--- config.mk ---
export PLATFORM = sky130hd
export DESIGN_NAME = div_unit_flat
export DESIGN_NICKNAME = d
export VERILOG_FILES = /design/src/rtl/div_unit_if.sv /design/src/rtl/div_unit.sv /design/src/flat_wrapper.sv
export SDC_FILE = /design/constraint.sdc
export NUM_CORES = 1
export LEC_CHECK = 0
export ABC_AREA = 1
export CAP_MARGIN = 20
export CELL_PAD_IN_SITES_DETAIL_PLACEMENT = 1
export CELL_PAD_IN_SITES_GLOBAL_PLACEMENT = 1
export CORE_MARGIN = 3
export CORE_UTILIZATION = 42
export DETAILED_ROUTE_END_ITERATION = 12
export PLACE_DENSITY_LB_ADDON = 0.1
export SYNTH_ARGS = -nofsm -noshare
export SYNTH_HDL_FRONTEND = slang
export SYNTH_SLANG_ARGS = --single-unit
--- constraint.sdc ---
create_clock -name clk -period 6.53 [get_ports clk]
set_clock_uncertainty 0.15 [all_clocks]
set_input_delay 1.306 -clock clk [delete_from_list [all_inputs] [get_ports clk]]
set_output_delay 1.306 -clock clk [all_outputs]
set_load 0.02 [all_outputs]
--- src/rtl/div_unit_if.sv ---
// Request/response bundle between the execute stage and the iterative divider.
// The pipeline side drives the request, the divider returns busy/done and the result.
interface div_unit_if #(
  parameter int XLEN = 32
);
  logic            start;
  logic [2:0]      funct3;
  logic [XLEN-1:0] a_in;
  logic [XLEN-1:0] b_in;
  logic            flush;
  logic            busy;
  logic            done;
  logic [XLEN-1:0] c_out;

  modport master (
    output start, funct3, a_in, b_in, flush,
    input  busy, done, c_out
  );

  modport slave (
    input  start, funct3, a_in, b_in, flush,
    output busy, done, c_out
  );
endinterface

--- src/rtl/div_unit.sv ---
// Radix-2 restoring divider for RV32M DIV/DIVU/REM/REMU.
// Divide-by-zero and signed overflow bypass the iteration and finish on the next cycle.
module div_unit #(
  parameter int XLEN  = 32,
  parameter int CNT_W = 6
) (
  input  logic        clk,
  input  logic        rst,
  div_unit_if.slave   bus
);

  localparam logic [1:0] IDLE = 2'd0;
  localparam logic [1:0] CALC = 2'd1;
  localparam logic [1:0] FIX  = 2'd2;
  localparam logic [1:0] DONE = 2'd3;

  logic [1:0]      state_q, state_d;
  logic [CNT_W-1:0] cnt_q, cnt_d;
  logic [XLEN:0]   rem_q, rem_d;
  logic [XLEN-1:0] quo_q, quo_d;
  logic [XLEN-1:0] dvs_q, dvs_d;
  logic [XLEN-1:0] cOut_q, cOut_d;
  logic            isRem_q, isRem_d;
  logic            negQ_q, negQ_d;
  logic            negR_q, negR_d;

  logic            opSigned, opRem, aNeg, bNeg, bZero, ovf;
  logic [XLEN-1:0] aAbs, bAbs;
  logic [XLEN:0]   shifted, trial;
  logic            keep;
  logic [XLEN-1:0] quoFix, remFix;

  // Unknown funct3 encodings fall back to DIVU: unsigned, quotient.
  assign opSigned = (bus.funct3 == 3'b100) || (bus.funct3 == 3'b110);
  assign opRem    = (bus.funct3 == 3'b110) || (bus.funct3 == 3'b111);
  assign aNeg     = opSigned & bus.a_in[XLEN-1];
  assign bNeg     = opSigned & bus.b_in[XLEN-1];
  assign aAbs     = aNeg ? -bus.a_in : bus.a_in;
  assign bAbs     = bNeg ? -bus.b_in : bus.b_in;
  assign bZero    = (bus.b_in == '0);
  assign ovf      = opSigned && (bus.a_in == {1'b1, {(XLEN-1){1'b0}}}) && (&bus.b_in);

  // The dividend lives in quo_q and shifts out MSB-first while quotient bits shift in.
  assign shifted = {rem_q[XLEN-1:0], quo_q[XLEN-1]};
  assign trial   = shifted - {1'b0, dvs_q};
  assign keep    = rem_q[XLEN] | ~trial[XLEN];

  assign quoFix = negQ_q ? -quo_q : quo_q;
  assign remFix = negR_q ? -rem_q[XLEN-1:0] : rem_q[XLEN-1:0];

  always_comb begin
    state_d = state_q;
    cnt_d   = cnt_q;
    rem_d   = rem_q;
    quo_d   = quo_q;
    dvs_d   = dvs_q;
    cOut_d  = cOut_q;
    isRem_d = isRem_q;
    negQ_d  = negQ_q;
    negR_d  = negR_q;
    case (state_q)
      IDLE: begin
        if (bus.start && !bus.flush) begin
          isRem_d = opRem;
          negQ_d  = aNeg ^ bNeg;
          negR_d  = aNeg;
          cnt_d   = '0;
          rem_d   = '0;
          quo_d   = aAbs;
          dvs_d   = bAbs;
          if (bZero) begin
            cOut_d  = opRem ? bus.a_in : '1;
            state_d = DONE;
          end else if (ovf) begin
            cOut_d  = opRem ? '0 : bus.a_in;
            state_d = DONE;
          end else begin
            state_d = CALC;
          end
        end
      end
      CALC: begin
        if (bus.flush) begin
          state_d = IDLE;
        end else begin
          rem_d = keep ? trial : shifted;
          quo_d = {quo_q[XLEN-2:0], keep};
          cnt_d = cnt_q + CNT_W'(1);
          if (cnt_q == CNT_W'(XLEN-1)) state_d = FIX;
        end
      end
      FIX: begin
        if (bus.flush) begin
          state_d = IDLE;
        end else begin
          cOut_d  = isRem_q ? remFix : quoFix;
          state_d = DONE;
        end
      end
      default: state_d = IDLE;
    endcase
  end

  always_ff @(posedge clk or posedge rst) begin
    if (rst) begin
      state_q <= IDLE;
      cnt_q   <= '0;
      rem_q   <= '0;
      quo_q   <= '0;
      dvs_q   <= '0;
      cOut_q  <= '0;
      isRem_q <= 1'b0;
      negQ_q  <= 1'b0;
      negR_q  <= 1'b0;
    end else begin
      state_q <= state_d;
      cnt_q   <= cnt_d;
      rem_q   <= rem_d;
      quo_q   <= quo_d;
      dvs_q   <= dvs_d;
      cOut_q  <= cOut_d;
      isRem_q <= isRem_d;
      negQ_q  <= negQ_d;
      negR_q  <= negR_d;
    end
  end

  assign bus.busy  = (state_q != IDLE);
  assign bus.done  = (state_q == DONE);
  assign bus.c_out = cOut_q;

endmodule
--- src/flat_wrapper.sv ---
// flat-port wrapper written by rule: the top's interface ports become plain ports
module div_unit_flat 
#(
  parameter int XLEN  = 32,
  parameter int CNT_W = 6
)
  (clk, rst, bus_start, bus_funct3, bus_a_in, bus_b_in, bus_flush, bus_busy, bus_done, bus_c_out);
  div_unit_if #(.XLEN(XLEN)) bus_i ();
  input  logic clk;
  input  logic rst;
  input wire logic [$bits(bus_i.start)-1:0] bus_start;
  input wire logic [$bits(bus_i.funct3)-1:0] bus_funct3;
  input wire logic [$bits(bus_i.a_in)-1:0] bus_a_in;
  input wire logic [$bits(bus_i.b_in)-1:0] bus_b_in;
  input wire logic [$bits(bus_i.flush)-1:0] bus_flush;
  output wire logic [$bits(bus_i.busy)-1:0] bus_busy;
  output wire logic [$bits(bus_i.done)-1:0] bus_done;
  output wire logic [$bits(bus_i.c_out)-1:0] bus_c_out;
  assign bus_i.start = bus_start;
  assign bus_i.funct3 = bus_funct3;
  assign bus_i.a_in = bus_a_in;
  assign bus_i.b_in = bus_b_in;
  assign bus_i.flush = bus_flush;
  assign bus_busy = bus_i.busy;
  assign bus_done = bus_i.done;
  assign bus_c_out = bus_i.c_out;
  div_unit #(.XLEN(XLEN), .CNT_W(CNT_W)) u_core (.clk(clk), .rst(rst), .bus(bus_i));
endmodule
Word-level counts from Yosys, hierarchy flattened
Index checks and enable logic that the tools add are counted.

Register bits: 140. Input port bits: 71. Output and inout bits: 34. Logic and storage cells: 78.

$add $sub $neg: 6. Eq/ne operators: 13. Mux-type cells: 29. Bitwise gates (word level): 5. Reductions and logical operators: 16.

Operators with widths (number): $mux 32 (13); $neg 32->32 (4); $pmux 32 s2 (2); $mux 33 (3); $pmux 33 s2 (1); $sub 33x32->33 (1); $eq 32x32->1 const B (1); $logic_not 32->1 (1); $reduce_and 32->1 (1); $mux 2 (6); $mux 6 (2); $pmux 6 s2 (1); $eq 3x3->1 const B (3); $add 6x1->6 const B (1); $eq 6x5->1 const B (1); $pmux 2 s3 (1); $reduce_bool 2->1 (3); $eq 2x2->1 const B (2); $ne 2x2->1 const B (2); $reduce_and 2->1 (2); $reduce_and 4->1 (1); $logic_and 1x1->1 (3); $ne 3x1->1 const B (1); $ne 3x2->1 const B (1); 10 further kinds (12).

Logic depth before layout (Yosys ltp)
Depth after elaboration: 8. Gate-level depth with buffers: 18. Depth with buffers taken out: 17.

Least setup slack after synthesis
Ideal clock, no wire load.

Path kind: in2reg. Start point: input port bus_a_in[0]. End point: register u_core.cOut_q[3], in the netlist u_core.bus.c_out[3]. Setup time: 123 ps. Arrival: 2667 ps. Slack: 3590 ps. Stages: 13. Cell sequence: inv_1 > ha_1 > nand3_1 > nor2_1 > nand2_1 > nor2_1 > nand3_1 > nand3_1 > nand2_1 > buf_4 > buf_2 > nand2_1 > nand2_1.

Cells in the longest elaborated chain, start to end: 5.

Ends and longest elaborated chain: from (decl) (RTL line flat_wrapper.sv:13) `input wire logic [$bits(bus_i.a_in)-1:0] bus_a_in;`; $eq 32x32->1 (RTL line div_unit.sv:41) `assign ovf = opSigned && (bus.a_in == {1'b1, {(XLEN-1){1'b0}}}) && (&bus.b_in);`; $logic_and 1x1->1 (2 in series) (RTL line div_unit.sv:41); $ne 3x1->1 (no source line); $reduce_and 4->1 (no source line); to (signal assigned) (RTL line div_unit.sv:121) `cOut_q <= cOut_d;`; to (decl) (RTL line div_unit.sv:22) `logic [XLEN-1:0] cOut_q, cOut_d;`.

No other way between the ends. A chain may end at the register's enable or synchronous reset.

Worst setup path in the final report
Same ends and word-level chain as after synthesis.

==> impl_summary.log <==
INFO  metric routedWlPerCell = 18.8 µm
INFO  metric tightest_slew = 0.995 ns
INFO  metric max_stage_delay = 0.45 ns
INFO  metric combinational_family_with_the_most_area_after_synthesis = simple AND/OR/NAND/NOR gates
INFO  metric multi_input_area = 8120 µm²
INFO  metric max_h_tree_level = 4
INFO  metric avgViaCountPerCell = 5.63
INFO  metric chipHeight = 182 µm
INFO  metric totalNegativeSetupSlack = 0 ns
INFO  metric post-synth-top-area-fraction = 27.0%
INFO  metric vdd.ir_drop.worst = 0.330 mV
INFO  metric io_buffer_count = 104
INFO  metric internal-power = 0.00339 W
INFO  metric clk_transition_reported_paths = 0.07 ns
INFO  metric drc = 0
INFO  metric synth_cells = 2,173
INFO  metric dominantRegCellSynth = dfrtp_1
INFO  metric ports_placed_on_the_boundary = 105
INFO  metric launching_element_type_of_the_critical_path = input port
INFO  metric post_synth_mux_area_share = 0%
INFO  metric crit_path_max_fanout = 38
INFO  metric synth_fp_nets = 2,283
INFO  metric regArea = 3500 µm²
INFO  metric synthAdderAreaFrac = 4.82%
INFO  metric coreArea = 30,000 µm²
INFO  metric place.gp.congestion = 0.958
INFO  metric synth_compound_gate_area_share = 13.8%
INFO  metric cts_buffers = 17
INFO  metric min_period = 3.91 ns
INFO  metric power_leakage = 7.40 nW
INFO  metric cts_setup_buffers = 0
INFO  metric global_route_wire_length_before_repair = 79,300 µm
INFO  metric finish.cell_count_without_fillers = 2,636
INFO  metric yosys.area_share.simple = 40.8%
INFO  metric dp_hpwl = 38,200 µm
INFO  metric regToRegSetupSlack = 2.98 ns
INFO  metric synth_top_area_cell = dfrtp_1
INFO  metric dpl-instance-area = 14,300 µm²
INFO  metric syn_to_final_growth = 14.6%
INFO  metric synth_xor_xnor_area_share = 2.97%
INFO  metric synth.ff_latch_count = 140
INFO  metric pwr_density_cell = 499 nW/µm²
INFO  metric clock_tree.buffer_depth = 2
INFO  metric grt.total_usage = 29.8%
INFO  metric worst_hold_margin = 0.330 ns
INFO  metric wl = 49,700 µm
INFO  metric postSynthAreaPerCell = 5.98 µm²
INFO  metric worst_skew_pair.late_latency = 0.45 ns
INFO  metric postRouteAntennaNets = 0
INFO  metric diodes = 0
INFO  metric first_global_vias = 14,800
INFO  metric max_cap_viol_count = 0
INFO  metric count_of_flip_flops_with_a_built_in_enable_after_synthesis = 0
INFO  metric n_fill_cell = 4,193
INFO  metric r2r-end = u_core.rem_q[25]
INFO  metric slew_viol_final = 0
INFO  metric crit_type = input port to flip-flop
INFO  metric worstHoldPathCells = 2
INFO  metric synth_most_common_cell = nand2_1
INFO  metric share_clk_of_total_power = 14.1%
INFO  metric grt_start_max_net_pins = 97
INFO  metric yosys_warnings = 0
INFO  metric clock_tree_from_tritoncts = done
INFO  metric worst_case_reg_to_reg_path_depth = 15
INFO  metric postSynth.asyncResetShare = 100%
INFO  metric die_area = 33,100 µm²
INFO  metric setup.worst_path.end_class = flip-flop
INFO  metric p_total = 0.00743 W
INFO  metric switch_pwr = 0.00404 W
INFO  metric placementRows = 63
INFO  metric finalHoldViolations = 0
INFO  metric critical_path.cell_chain = clkdlybuf4s50_1, inv_1, ha_1, nand3_1, nor2_1, nand2_1, nor2_1, nand3_1, nand3_1, nand2_1, buf_4, inv_2, o21ai_0, nand2_1
INFO  metric synth_sequential_area_ratio = 27.0%
INFO  metric outcome = complete, no violations
INFO  metric fmax = 0.256 GHz
INFO  metric nNetsFinal = 2,343
INFO  metric seq_power_share = 22.3%
INFO  metric start_util = 43.2%
INFO  metric power.switching_fraction = 54.4%
INFO  metric worst_r2r_startpoint = u_core.dvs_q[0]
INFO  metric cts_hold_buffers = 0
INFO  metric synthDistinctLibCells = 43
INFO  metric mappedNetlistArea = 13,000 µm²
INFO  metric final_min_period_over_clock_period = 59.9%
INFO  metric netlist_top_cells_area = dfrtp_1 (27%), nand2_1 (20%), nand3_1 (10%)
INFO  metric cp_num_buf_inv = 4
INFO  metric combinationalPowerShare = 63.6%
INFO  metric holdPathEnd = u_core.bus.c_out[28]
INFO  metric ctsResizeCount = 0
INFO  metric final-setup-viol-count = 0
INFO  metric placed_cells_incl_taps = 2,604
INFO  metric ctsRootBufferMaster = clkbuf_16
INFO  metric dr_total_vias = 14,800
INFO  metric drive_gt1_share = 3.74%
INFO  metric crit_path_top_delay_cell = clkdlybuf4s50_1
INFO  metric initialDrtViolationCount = 1,014
INFO  metric min-delay-start = u_core.bus.c_out[28]
INFO  metric critical_path_arrival = 4.15 ns
INFO  metric overflow = 0
INFO  metric antenna_found_initial = 0
INFO  metric holdCritPathClass = flip-flop to flip-flop
INFO  metric detailedRoute.firstPassIterationCount = 5
INFO  metric synthTopCellsByCount = nand2_1 (686), nand3_1 (261), inv_1 (258)
INFO  metric setup_repair_after_global_routing_missed_its_margin = false
INFO  metric relSlewSlack = 33.6%
INFO  metric critical_path.top_delay_family = buffers and inverters
INFO  metric floorplan.die.width = 182 µm
INFO  metric clock-sinks = 140
INFO  metric worst-endpoint-required = 6.77 ns
INFO  metric finalInstanceArea = 14,900 µm²
-- worst min-delay path, delay by kind of cell, from the launching register on --
family,cells,cell delay [ns]
simple gates,2,0.11
flops,1,0.34
-- sequential cells by signal (all words and copies together), names as in the netlist --
| register | flops |
|---|---|
| u_core.bus.c_out | 32 |
| u_core.negQ_q | 1 |
| u_core.rem_q | 33 |
| u_core.dvs_q | 32 |
| u_core.cnt_q | 6 |
| u_core.state_q | 2 |
| u_core.isRem_q | 1 |
| u_core.quo_q | 32 |
| u_core.negR_q | 1 |
-- kinds of logic (layout without fill, tap and decap cells) --
family	after synthesis	after routing
compound gates	335	335
xor+xnor	44	44
fa+ha+maj	52	52
buf+inv	348	421
flops	140	140
simple gates	1254	1254
-- through the flow --
stage | util [%] | setup WS, ns
final | 49.6 | 2.62
after global routing | 49.6 | 2.28
after CTS | 49.6 | 2.68
after detailed placement | 47.5 | 2.22
after global placement | 47.5 | 2.30
after floorplan | - | 1.32
-- worst max path at each step --
stage                     start             endpoint  slack, ns  cells after the start
floorplan                   rst  u_core.bus.c_out[0]       1.32                      1
global placement      bus_flush  u_core.bus.c_out[0]       2.30                     10
detailed placement  bus_a_in[0]  u_core.bus.c_out[3]       2.22                     14
CTS                 bus_a_in[0]  u_core.bus.c_out[3]       2.68                     14
global route        bus_a_in[0]  u_core.bus.c_out[0]       2.28                     14
finish              bus_a_in[0]  u_core.bus.c_out[3]       2.62                     14
-- area by class of cell --
cell class,instances,share of cell area [%]
clock buffers,18,2.95
clock inverters,14,1.14
inverters,271,6.87
multi-input cells,1685,54.5
flip-flops and latches,140,23.5
well taps,390,3.28
repair buffers,118,7.70
-- per-layer routing --
layer	routed length [µm]	vias to the layer above	GRT usage, %	part of all wire, %
li1	-	7150	-	-
met1	22700	7209	40.6	46
met2	22900	379	48.3	46
met3	2430	92	4.37	4.9
met4	1670	0	10.6	3.4
met5	0	-	0	0
-- power groups by stage --
stage / Combinational (W) / Clock (W) / Sequential [W]
finish: 0.00473 / 0.00104 / 0.00166
floorplan: 0.00322 / 0 / 0.00159
CTS: 0.00470 / 0.00105 / 0.00164
global route: 0.00531 / 0.00109 / 0.00169
detailed placement: 0.00465 / 0 / 0.00165
global placement: 0.00450 / 0 / 0.00164
-- placed cells by master (no fill, tap or decap), drive strengths merged, types with 13 or more instances in the layout --
cell type	count
o21ai	180
dfrtp	140
maj3	13
nand3	263
clkbuf	18
nor3	21
xnor2	17
nand2	690
a21oi	110
buf	14
xor2	27
ha	38
nor2	216
nand4	33
o211ai	17
inv	268
clkdlybuf4s50	104
nand3b	16
Power figures use the tool's default switching activity.
